[src/rtl/time_keeper_pkg.sv]
// Shared calendar limits, time/tick record types and load-clamping helpers
// for the clock setter, time keeper and alarm stages.
package time_keeper_pkg;

  localparam logic [5:0] MAX_SEC   = 6'd59;
  localparam logic [5:0] MAX_MIN   = 6'd59;
  localparam logic [4:0] MAX_HOUR  = 5'd23;
  localparam logic [3:0] MAX_MONTH = 4'd12;
  localparam logic [4:0] DIM_FEB   = 5'd28;
  localparam logic [4:0] DIM_SHORT = 5'd30;
  localparam logic [4:0] DIM_LONG  = 5'd31;

  typedef struct packed {
    logic [3:0] month;
    logic [4:0] day;
    logic [4:0] hour;
    logic [5:0] min;
    logic [5:0] sec;
  } cal_time_t;

  typedef struct packed {
    logic sec;
    logic min;
    logic day;
  } tick_t;

  localparam cal_time_t RESET_TIME = '{month: 4'd1, day: 5'd1, hour: 5'd0,
                                       min: 6'd0, sec: 6'd0};

  function automatic logic [3:0] clamp_month(input logic [3:0] m);
    if (m == 4'd0)       return 4'd1;
    if (m > MAX_MONTH)   return MAX_MONTH;
    return m;
  endfunction

  // The day limit must come from the already-clamped month.
  function automatic logic [4:0] clamp_day(input logic [4:0] d, input logic [4:0] dim);
    if (d == 5'd0) return 5'd1;
    if (d > dim)   return dim;
    return d;
  endfunction

  function automatic logic [4:0] clamp_hour(input logic [4:0] h);
    return (h > MAX_HOUR) ? MAX_HOUR : h;
  endfunction

  function automatic logic [5:0] clamp_min_sec(input logic [5:0] v, input logic [5:0] max_v);
    return (v > max_v) ? max_v : v;
  endfunction

endpackage

[src/rtl/time_keeper_if.sv]
// Time-keeper bus: load/hold request from the setter, current time and tick
// strobes towards the display and alarm stages.
interface time_keeper_if;
  logic       load;
  logic       hold;
  logic [5:0] ld_sec;
  logic [5:0] ld_min;
  logic [4:0] ld_hour;
  logic [4:0] ld_day;
  logic [3:0] ld_month;

  logic [5:0] sec;
  logic [5:0] min;
  logic [4:0] hour;
  logic [4:0] day;
  logic [3:0] month;
  logic       sec_tick;
  logic       min_tick;
  logic       day_tick;

  modport master (
    output load, hold, ld_sec, ld_min, ld_hour, ld_day, ld_month,
    input  sec, min, hour, day, month, sec_tick, min_tick, day_tick
  );

  modport slave (
    input  load, hold, ld_sec, ld_min, ld_hour, ld_day, ld_month,
    output sec, min, hour, day, month, sec_tick, min_tick, day_tick
  );
endinterface

[src/rtl/time_keeper_days_in_month.sv]
// Days in a month of the fixed 365-day calendar; out-of-range months map to 28.
module time_keeper_days_in_month
  import time_keeper_pkg::*;
(
  input  logic [3:0] month_i,
  output logic [4:0] dim_o
);

  always_comb begin
    // NOTE: a default is assigned before the case so every path drives dim_o and no latch is inferred.
    dim_o = DIM_FEB;
    case (month_i)
      4'd1, 4'd3, 4'd5, 4'd7, 4'd8, 4'd10, 4'd12: dim_o = DIM_LONG;
      4'd4, 4'd6, 4'd9, 4'd11:                    dim_o = DIM_SHORT;
      default:                                    dim_o = DIM_FEB;
    endcase
  end

endmodule

[src/rtl/time_keeper.sv]
// Free-running calendar clock: loads a clamped time from the setter, then
// advances once per second off a clk prescaler, with registered tick strobes.
module time_keeper
  import time_keeper_pkg::*;
#(
  parameter int unsigned CLK_FREQ = 100_000_000
) (
  input  logic          clk,
  input  logic          rst,
  time_keeper_if.slave  bus
);

  localparam int unsigned     PW         = $clog2(CLK_FREQ);
  localparam logic [PW-1:0]   PRESC_LAST = PW'(CLK_FREQ - 1);

  cal_time_t     time_q, time_d;
  cal_time_t     ld_time, adv_time;
  tick_t         tick_q, tick_d, adv_tick;
  logic [PW-1:0] presc_q, presc_d;
  logic [3:0]    ld_month_c;
  logic [4:0]    ld_dim, run_dim;
  logic          presc_tick;

  assign ld_month_c = clamp_month(bus.ld_month);
  assign presc_tick = (presc_q == PRESC_LAST);

  time_keeper_days_in_month u_dim_load (
    .month_i (ld_month_c),
    .dim_o   (ld_dim)
  );

  time_keeper_days_in_month u_dim_run (
    .month_i (time_q.month),
    .dim_o   (run_dim)
  );

  always_comb begin
    ld_time.month = ld_month_c;
    ld_time.day   = clamp_day(bus.ld_day, ld_dim);
    ld_time.hour  = clamp_hour(bus.ld_hour);
    ld_time.min   = clamp_min_sec(bus.ld_min, MAX_MIN);
    ld_time.sec   = clamp_min_sec(bus.ld_sec, MAX_SEC);
  end

  // One-second advance with the full carry chain resolved in a single edge.
  always_comb begin
    adv_time     = time_q;
    adv_tick     = '0;
    adv_tick.sec = 1'b1;
    if (time_q.sec != MAX_SEC) begin
      adv_time.sec = time_q.sec + 6'd1;
    end else begin
      adv_time.sec = 6'd0;
      adv_tick.min = 1'b1;
      if (time_q.min != MAX_MIN) begin
        adv_time.min = time_q.min + 6'd1;
      end else begin
        adv_time.min = 6'd0;
        if (time_q.hour != MAX_HOUR) begin
          adv_time.hour = time_q.hour + 5'd1;
        end else begin
          adv_time.hour = 5'd0;
          adv_tick.day  = 1'b1;
          if (time_q.day != run_dim) begin
            adv_time.day = time_q.day + 5'd1;
          end else begin
            adv_time.day   = 5'd1;
            adv_time.month = (time_q.month == MAX_MONTH) ? 4'd1 : time_q.month + 4'd1;
          end
        end
      end
    end
  end

  always_comb begin
    time_d  = time_q;
    presc_d = presc_q;
    tick_d  = '0;
    if (bus.load) begin
      time_d  = ld_time;
      presc_d = '0;
    end else if (!bus.hold) begin
      if (presc_tick) begin
        presc_d = '0;
        time_d  = adv_time;
        tick_d  = adv_tick;
      end else begin
        presc_d = presc_q + 1'b1;
      end
    end
  end

  always_ff @(posedge clk) begin
    // NOTE: non-blocking assignments so every register samples the pre-edge values of the others.
    if (rst) begin
      time_q  <= RESET_TIME;
      presc_q <= '0;
      tick_q  <= '0;
    end else begin
      time_q  <= time_d;
      presc_q <= presc_d;
      tick_q  <= tick_d;
    end
  end

  assign bus.sec      = time_q.sec;
  assign bus.min      = time_q.min;
  assign bus.hour     = time_q.hour;
  assign bus.day      = time_q.day;
  assign bus.month    = time_q.month;
  assign bus.sec_tick = tick_q.sec;
  assign bus.min_tick = tick_q.min;
  assign bus.day_tick = tick_q.day;

endmodule

[src/flat_wrapper.sv]
// flat-port wrapper written by rule: the top's interface ports become plain ports
module time_keeper_flat import time_keeper_pkg::*;
#(
  parameter int unsigned CLK_FREQ = 100_000_000
)
  (clk, rst, bus_load, bus_hold, bus_ld_sec, bus_ld_min, bus_ld_hour, bus_ld_day, bus_ld_month, bus_sec, bus_min, bus_hour, bus_day, bus_month, bus_sec_tick, bus_min_tick, bus_day_tick);
  time_keeper_if bus_i ();
  input  logic clk;
  input  logic rst;
  input wire logic [$bits(bus_i.load)-1:0] bus_load;
  input wire logic [$bits(bus_i.hold)-1:0] bus_hold;
  input wire logic [$bits(bus_i.ld_sec)-1:0] bus_ld_sec;
  input wire logic [$bits(bus_i.ld_min)-1:0] bus_ld_min;
  input wire logic [$bits(bus_i.ld_hour)-1:0] bus_ld_hour;
  input wire logic [$bits(bus_i.ld_day)-1:0] bus_ld_day;
  input wire logic [$bits(bus_i.ld_month)-1:0] bus_ld_month;
  output wire logic [$bits(bus_i.sec)-1:0] bus_sec;
  output wire logic [$bits(bus_i.min)-1:0] bus_min;
  output wire logic [$bits(bus_i.hour)-1:0] bus_hour;
  output wire logic [$bits(bus_i.day)-1:0] bus_day;
  output wire logic [$bits(bus_i.month)-1:0] bus_month;
  output wire logic [$bits(bus_i.sec_tick)-1:0] bus_sec_tick;
  output wire logic [$bits(bus_i.min_tick)-1:0] bus_min_tick;
  output wire logic [$bits(bus_i.day_tick)-1:0] bus_day_tick;
  assign bus_i.load = bus_load;
  assign bus_i.hold = bus_hold;
  assign bus_i.ld_sec = bus_ld_sec;
  assign bus_i.ld_min = bus_ld_min;
  assign bus_i.ld_hour = bus_ld_hour;
  assign bus_i.ld_day = bus_ld_day;
  assign bus_i.ld_month = bus_ld_month;
  assign bus_sec = bus_i.sec;
  assign bus_min = bus_i.min;
  assign bus_hour = bus_i.hour;
  assign bus_day = bus_i.day;
  assign bus_month = bus_i.month;
  assign bus_sec_tick = bus_i.sec_tick;
  assign bus_min_tick = bus_i.min_tick;
  assign bus_day_tick = bus_i.day_tick;
  time_keeper #(.CLK_FREQ(CLK_FREQ)) u_core (.clk(clk), .rst(rst), .bus(bus_i));
endmodule
[config.mk]
export PLATFORM = sky130hd
export DESIGN_NAME = time_keeper_flat
export DESIGN_NICKNAME = d
export VERILOG_FILES = /design/src/rtl/time_keeper_pkg.sv /design/src/rtl/time_keeper_if.sv /design/src/rtl/time_keeper_days_in_month.sv /design/src/rtl/time_keeper.sv /design/src/flat_wrapper.sv
export SDC_FILE = /design/constraint.sdc
export NUM_CORES = 1
export LEC_CHECK = 0
export CAP_MARGIN = 10
export CORE_MARGIN = 5
export CORE_UTILIZATION = 45
export DETAILED_ROUTE_END_ITERATION = 8
export DONT_BUFFER_PORTS = 1
export PLACE_DENSITY = 0.71
export SLEW_MARGIN = 30
export SYNTH_ARGS = -nofsm -noshare
export SYNTH_HDL_FRONTEND = slang
export SYNTH_SLANG_ARGS = --single-unit
[constraint.sdc]
create_clock -name clk -period 4.42 [get_ports clk]
set_input_delay 0.884 -clock clk [delete_from_list [all_inputs] [get_ports clk]]
set_output_delay 0.884 -clock clk [all_outputs]
set_load 0.02 [all_outputs]
## After elaboration in Yosys (flattened, before gate mapping)

Memory sizes are Yosys's and may differ from the RTL's. A register that Yosys moved wholly into a read port is not among the register bits.
Index checks and enable logic that the tools add are counted.
Widths: inputs -> output; s select.

| word-level totals | value |
|---|---|
| bits in registers | 56 |
| input port bits | 30 |
| ROM bits | 64 |
| output and inout port bits | 29 |
| memories | 2 |
| word-level logic and storage cells | 82 |

Memories:

| memory | words | width | rd ports | clocked after memory_dff | wr ports | line | text |
|---|---|---|---|---|---|---|---|
| (no name shown) | 16 | 2 | 1 | 0 | 0 | time_keeper_days_in_month.sv:12 | `case (month_i)` |
| (no name shown) | 16 | 2 | 1 | 1 | 0 | time_keeper_days_in_month.sv:12 |  |

| operators by class | value |
|---|---|
| add/subtract/negate cells | 6 |
| equality and inequality tests | 11 |
| order comparisons | 5 |
| bitwise logic cells | 1 |
| multiplexer cells | 36 |
| reduce and logical (&&, ||, !) cells | 12 |

Operators with widths:

| operator | count |
|---|---|
| $mux 26 | 3 |
| $mux 5 | 7 |
| $mux 4 | 8 |
| $add 27x1->27 const B | 1 |
| $eq 27x27->1 const B | 1 |
| $mux 27 | 1 |
| $mux 6 | 4 |
| $mux 20 | 1 |
| $mux 14 | 1 |
| $add 6x1->6 const B | 2 |
| $gt 6x6->1 const B | 2 |
| $ne 6x6->1 const B | 2 |
| $add 5x1->5 const B | 2 |
| $ne 2x2->1 const B | 5 |
| $mux 9 | 1 |
| $mux 1 | 8 |
| $reduce_and 6->1 | 1 |
| $reduce_or 6->1 | 1 |
| $gt 5x5->1 | 1 |
| $gt 5x5->1 const B | 1 |
| $logic_not 5->1 | 1 |
| $ne 5x5->1 | 1 |
| $ne 5x5->1 const B | 1 |
| $reduce_and 5->1 | 1 |
| 14 further kinds | 14 |

## Logic depth before layout (Yosys ltp)

An unclocked memory read counts as a cell.

| logic depth | value |
|---|---|
| word-level depth | 14 |
| depth in mapped cells | 10 |
| depth with buffers taken out | 10 |

## Cells and area by module

From an unflattened synthesis, not the netlist that was laid out.

| second synthesis, totals | value |
|---|---|
| cells, all modules | 424 |
| area, all modules | 3,324.4 sq um |

Modules (own cells, without submodules):

| module | sequential area each (sq um) | area an instance (sq um) | instances | cells each |
|---|---|---|---|---|
| time_keeper | 1,121.1 | 3,189.3 | 1 | 406 |
| time_keeper_days_in_month at u_core.u_dim_run | 0.0 | 71.3 | 1 | 10 |
| time_keeper_days_in_month at u_core.u_dim_load | 0.0 | 63.8 | 1 | 8 |

## Least setup slack after synthesis

OpenSTA, ideal clock, no wires.

| path | value |
|---|---|
| path type | input-to-reg |
| start point | input port bus_ld_month[3] |
| end point | register u_core.time_q, in the netlist u_core.bus.day[0] |
| setup time | 120 ps |
| setup slack | 1,690 ps |
| data required time | 4,300 ps |
| data arrival time | 2,610 ps |
| buffers on the path | 0 |
| cell stages on the path | 8 |
| path through | nor4b_1 ha_1 nor2b_1 o21ai_0 mux2_2 nor2_1 a211oi_1 a211o_1 |

| between the ends | value |
|---|---|
| longest elaborated chain between the ends | 12 |
| elaborated cells between the ends (all ways) | 16 |
| classes of those cells | order compare: 2; mux: 12; reduce/logical: 1; memory: 1 |

RTL lines:

| item | line | text |
|---|---|---|
| start, declared | flat_wrapper.sv:16 | `input wire logic [$bits(bus_i.ld_month)-1:0] bus_ld_month;` |
| $gt 4x4->1 | time_keeper_pkg.sv:32 | `if (m > MAX_MONTH) return MAX_MONTH;` |
| $mux 1 (2 in a row) | time_keeper_pkg.sv:32 |  |
| $mux 4 | time_keeper_pkg.sv:33 | `return m;` |
| $mux 4 (*) | time_keeper_pkg.sv:32 |  |
| $mem_v2 16x2 (*) | n/a |  |
| $gt 5x5->1 | time_keeper_pkg.sv:39 | `if (d > dim) return dim;` |
| $mux 1 (2 in a row) | time_keeper_pkg.sv:39 |  |
| $mux 5 (*) | time_keeper_pkg.sv:40 | `return d;` |
| $mux 5 (*) | time_keeper_pkg.sv:39 |  |
| $mux 26 (*) | time_keeper.sv:79 | `if (bus.load) begin` |
| end signal, assigned | time_keeper.sv:100 | `time_q <= time_d;` |
| end, declared | time_keeper.sv:16 | `cal_time_t time_q, time_d;` |

Every way passes the cells marked *; elsewhere a longest branch is shown, timed or not. The select of a mux whose other input is x is not followed.
A chain may end at the register's enable or synchronous reset.

## Worst setup path after layout

| path | value |
|---|---|
| start point | register u_core.time_q, in the netlist u_core.bus.hour[0] |
| end point | register u_core.u_dim_run.dim_o[0] (netlist name) |

| between the ends | value |
|---|---|
| longest elaborated chain between the ends | 5 |

RTL lines:

| item | line | text |
|---|---|---|
| $ne 5x5->1 | time_keeper.sv:59 | `if (time_q.hour != MAX_HOUR) begin` |
| $ne 2x2->1 (no line) | n/a |  |
| $reduce_and 6->1 (no line) | n/a |  |
| $mux 4 (no line) (2 in a row) | n/a |  |

No other way between the ends.

==> run metrics <==
insertion delay to the later sink of the worst-skew pair 340 ps; switch share 25.14%; syn avg cell area 8.177 um2; CP required 4650 ps; Final ANT Viol Nets 0; predominant post-synthesis flop cell dfxtp_1; clock sinks 58; Mapped Nets 431; fin nets 428; CP startpoint kind flip-flop; cell count after synthesis 392; worst min path class flip-flop to flip-flop; HP Start u_core.presc_q[18]; ant diodes 0; Rows 30; Setup Crit Path Kind flip-flop to flip-flop; Cell variety after synth 59; f_max 345.9 MHz; Die H 94.40 um; Int Power 0.8639 mW; flop2flop setup slack 1530 ps; H-tree depth 3; core area 6869 um2; DRC 0; Slew headroom 39.91%; PD cells 333.3 nW/um2; vias in the first global route 2675; Initial Util 46.67%; number of gates resized after CTS 0; Worst-Margin Slew 899.2 ps; area grow syn2layout 8.002%; yosys warns 0; largest net degree at the start of global routing 53; Hold Fails Final Rpt 0; total congestion overflow 0; total CTS buffers 9; vias per cell 5.765; setup TNS 0 ps; global-route wire length before repair 12620 um; GPL Wtd Cong 0.8508; die footprint 8911 um2; crit share post-route 65.42%; post-route minimum period 2891 ps; CTS clk-pin slew, worst paths 70 ps; outcome finished clean; Seq cells post-synth 58; layout cell share with drive strength beyond 1 9.391%; CTS Hold Bufs 0; worst reg2reg path depth 8; clock tree buffer depth 2; Non-Filler Cell Area, Final 3462 um2; Mapped Area 3206 um2; CTS tree done; I/O Pins 59; Final Util 50.40%; number of DRC markers in iteration 0 159; net switching power 0.2901 mW; minimum hold slack 510.1 ps; GRT Total Usage 18.16%; RSZ-0062 raised after global routing false; routed vias 2825; post-detail-place hpwl 5266 um; r2r startpoint u_core.bus.hour[0]; leakage power 1.228 nW; maximum fanout along the worst path 6; Hold Path Stages 2; fraction of registers with async set/reset 0%; register area share after synthesis 36.22%; routed len/inst 15.22 um; Setup Skew 7.020 ps; CTS root buffer clkbuf_8; peak supply drop 0.1830 mV; TritonRoute pass-1 iters 5; Post-CTS Setup Bufs 0; Hold EP u_core.presc_q[18]; reg-to-reg endpoint u_core.u_dim_run.dim_o[0]; number of synthesized flops with an enable pin 0; die span in x 94.40 um; Max Slew Vio Count 0; clock share of power 41.8%; final setup vio count 0; max capacitance violation total 0; crit path capture type flip-flop; port buffer count 0; Comb pwr share 7.5%; DP Area 3261 um2; sequential fraction of design power 50.7%; Arr. time, crit path 3130 ps; Tot Pwr 1.154 mW; initial antenna violation count 0; Routed Wire Length 7456 um
[area by class of cell]
cell class	instances	area, um2
clock buffer	15	196.4
clock inverter	1	5.005
fill	653	3407
inverter	9	33.78
multi-input combinational	311	1946
sequential	58	1161
tap	96	120.1
[stage by stage]
stage	worst slack, ps	cells
after floorplan	1690	392
after global placement	1564	474
after detailed placement	1466	474
after CTS	1571	490
after global routing	1323	490
final	1529	490
[how the worst max path moves through the flow]
stage | startpoint | end | cells past startpoint
2_1_floorplan | bus_ld_month[3] | u_core.bus.day[0] | 8
3_3_place_gp | bus_ld_month[3] | u_core.bus.day[0] | 8
3_5_place_dp | bus_ld_month[3] | u_core.bus.day[0] | 8
4_1_cts | u_core.bus.hour[0] | u_core.u_dim_run.dim_o[0] | 8
5_1_grt | u_core.bus.hour[0] | u_core.u_dim_run.dim_o[0] | 8
6_report | u_core.bus.hour[0] | u_core.u_dim_run.dim_o[0] | 8
[registers in the layout, indices dropped and copies added, names as in the netlist]
name	cells
u_core.bus.day_tick	1
u_core.bus.min_tick	1
u_core.bus.month	4
u_core.bus.sec	6
u_core.bus.day	5
u_core.bus.hour	5
u_core.presc_q	27
u_core.bus.min	6
u_core.u_dim_run.dim_o	2
u_core.bus.sec_tick	1
[cell usage after synthesis, types with 8 or more instances]
master | number | share of area, %
inv_1 | 9 | 1.1
nand2_1 | 27 | 3.2
o21ai_0 | 16 | 2.5
xor2_1 | 17 | 4.6
xnor2_1 | 12 | 3.3
and3_1 | 9 | 1.8
nand3_1 | 14 | 2.2
ha_1 | 9 | 3.5
a21oi_1 | 27 | 4.2
nor2_1 | 65 | 7.6
nor3_1 | 10 | 1.6
nand4_1 | 12 | 2.3
dfxtp_1 | 58 | 36
clkbuf_1 | 10 | 1.2
a211oi_1 | 10 | 2.3
a31oi_1 | 8 | 1.6
[critical path, cell delays in order, from the launching register on]
cell,delay [ps]
dfxtp_1,510
ha_1,330
nand4b_1,210
nor4_2,460
nor4b_4,450
o22ai_1,130
mux2i_1,320
a211oi_1,100
a211o_1,270
[layer usage]
metal	GRT usage, %	vias to the layer above	part of all wire, %
li1	-	1413	-
met1	21.16	1328	44
met2	29.61	74	49
met3	7.410	10	5.5
met4	7.341	0	1.2
met5	0	-	0
[logic make-up after synthesis]
kind of cell / synth area share [%]
simple gates: 30.21
compound gates: 16.78
flops: 36.22
xor+xnor: 7.923
buf+inv: 3.083
fa+ha+maj: 3.513
mux: 2.264
[power groups by stage]
stage          sequential [mW]  combinational [mW]  clock [mW]
2_1_floorplan            0.589              0.0820           0
3_3_place_gp             0.597              0.0843           0
3_5_place_dp             0.597              0.0858           0
4_1_cts                  0.585              0.0869       0.498
5_1_grt                  0.588               0.100       0.530
6_report                 0.585              0.0867       0.482
[placed cells by master, fill, tap and decap left out, types with 2 or more instances in the layout]
cell,instances
nor4_1,2
o21ai_0,16
nand4_1,12
a211oi_1,10
ha_1,9
mux2_2,2
a21oi_1,27
and3_1,9
nor3b_1,3
a21o_1,2
o211ai_1,2
nor2b_1,3
nor2_1,65
a211o_1,3
inv_1,9
clkbuf_8,14
a2bb2oi_1,4
or2_2,5
a31o_2,2
or4_1,2
and4bb_2,2
or3_1,5
a31oi_1,8
nand2_1,27
and3_2,2
nand3b_1,4
a22oi_1,2
mux2i_1,5
dfxtp_1,58
nand4b_1,4
nor3_1,10
xor2_1,17
xnor2_1,12
nand3_1,14
Note: power is estimated with default switching activity, not from simulation.
==> RTL edit (config.mk and constraints unchanged) <==
Reset style: asynchronous (`rst`), changed in one clocked block.
--- a/src/rtl/time_keeper.sv
+++ b/src/rtl/time_keeper.sv
@@ -90,7 +90,7 @@
     end
   end
 
-  always_ff @(posedge clk) begin
+  always_ff @(posedge clk or posedge rst) begin
     // NOTE: non-blocking assignments so every register samples the pre-edge values of the others.
     if (rst) begin
       time_q  <= RESET_TIME;
Check against the original RTL: differs if rst is asserted again (counterexample within 4 cycles, from zero or initial values and one cycle with rst high); with rst held inactive, the same outputs for 10 cycles.
==> RTL edit against the original RTL <==
- sequential cell count shrank 2
- wire length grew 15%
- worst setup slack gained 200 ps
- final cell count grew 3.7%
- synthesized cell count grew 4.8%
- fmax grew 7.6%
- area after synthesis grew 12%
- cell area grew 8.6%
- clock skew grew 7.7 ps
- critical path type unchanged
- critical endpoint is now u_core.bus.day[3]
- highest routed layer unchanged
Power is not compared: it rests on default switching activity, and its combinational part moved more than twofold at a synthesized area within 25%.
==> RTL edit: results (changes against the original RTL) <==
- Slowest stage cell, crit path: or4_1
- CTS clk-pin slew, worst paths: 110 ps (+40 ps)
- Max FO, Critical Path: 7 (+1)
- CP peak stage delay: 660 ps (+150 ps)
- Final wirelength: 8.59 mm (+15%)
- Clk_lat worst skew: 320 ps (-20 ps)
- First-pass GRT wire length: 14.8 mm (+18%)
- H-Tree Depth: 2 (-1)
- TritonRoute pass-1 iters: 4 (-1)
- Place WS: 1720 ps (+256 ps)
- Async SR Flop Fraction: 100% (+100 points)
- Final GP Congestion: 0.827 (-2.8%)
- Met2 WL: 4.14 mm (+13%)
- Final clock skew: 14.7 ps (+7.67 ps)
- Drt initial violations: 184 (+16%)
- Inst Count DP: 500 (+5.5%)
- Total GRT Usage: 17.8% (-0.34 points)
- Met3 Track Usage GR: 4.28% (-3.1 points)
- Status: completed
- GR met2 Demand/Resource: 29.0% (-0.58 points)
- Die area: 9850 µm² (+11%)
- Met3 wire len: 554 µm (+36%)
- Grt met1 use: 23.4% (+2.2 points)
- Top cells by area, synth: dfrtp_1 38%, nor2_1 4.2%, a21oi_1 3.8%, nand2_1 3.8%, xnor2_1 3.7%
- Largest net degree at the start of global routing: 57 (+7.5%)
- Vias per cell: 6.15 (+6.7%)
- M1 WL: 3.77 mm (+14%)
- Post-synthesis cell type count: 67 (+14%)
- Prevailing post-synth register cell: dfrtp_1
- Vias in the first global route: 3111 (+16%)
- Average wire per standard cell: 16.9 µm (+11%)
- Slew @ Worst Pin: 716 ps (-183 ps)
- Top cells by count, synth: 54 x dfrtp_1, 40 x nor2_1, 36 x nand2_1
- LEAKAGE: approximately 1.5 nW
- Number of nets in the layout: 444 (+3.7%)
- Avg Inst Size Synth: 8.72 µm² (+6.7%)
- HPWL after DPL: 6.20 mm (+18%)
==> RTL edit: cell count changes after synthesis, moves of 7 or more <==
cell      before  now
nand3_1       14   23
inv_1          9   19
dfxtp_1       58    0
a211oi_1      10    0
dfrtp_1        0   54
nor2_1        65   40
xor2_1        17    3
nand2_1       27   36
mux2_2         2    9
==> RTL edit: path summary, 6_finish.rpt <==
| kind | start | to | slack [ps] | cells after the start |
|---|---|---|---|---|
| max | u_core.presc_q[11] | u_core.bus.day[3] | 1730 | 5 |
| min | u_core.presc_q[22] | u_core.presc_q[22] | 540 | 1 |
| max reg2reg | u_core.presc_q[11] | u_core.bus.day[3] | 1730 | 5 |
| min reg2reg | u_core.presc_q[22] | u_core.presc_q[22] | 540 | 1 |
| max in group asynchronous | rst | u_core.presc_q[19] | 3310 | 2 |
| min in group asynchronous | rst | u_core.presc_q[5] | 640 | 2 |
==> RTL edit: area by class of cell <==
type	instances	area, µm²
clock buffer	5	68.8
clock inverter	3	22.5
fill	746	3970
inverter	20	75.1
multi-input combinational	320	2050
sequential	56	1400
tap	102	128
timing repair buffer	2	15.0
==> RTL edit: power breakdown <==
part | switching, W | internal (W)
clock | 0.000179 | 0.000114
sequential | 0.000129 | 0.000556
combinational | 0.000108 | 0.0000960
==> RTL edit: cells by family (layout without fill, tap and decap cells) <==
| group | after synthesis | count (layout) | share of synthesized area [%] |
|---|---|---|---|
| AO/OA/AOI/OAI | 86 | 86 | 16.2 |
| flip-flops | 56 | 56 | 39.2 |
| buffers and inverters | 35 | 30 | 3.70 |
| adder cells (fa/ha/maj) | 9 | 9 | 3.14 |
| multiplexers | 14 | 14 | 4.22 |
| XOR/XNOR | 18 | 18 | 4.40 |
| AND/OR/NAND/NOR | 193 | 193 | 29.2 |
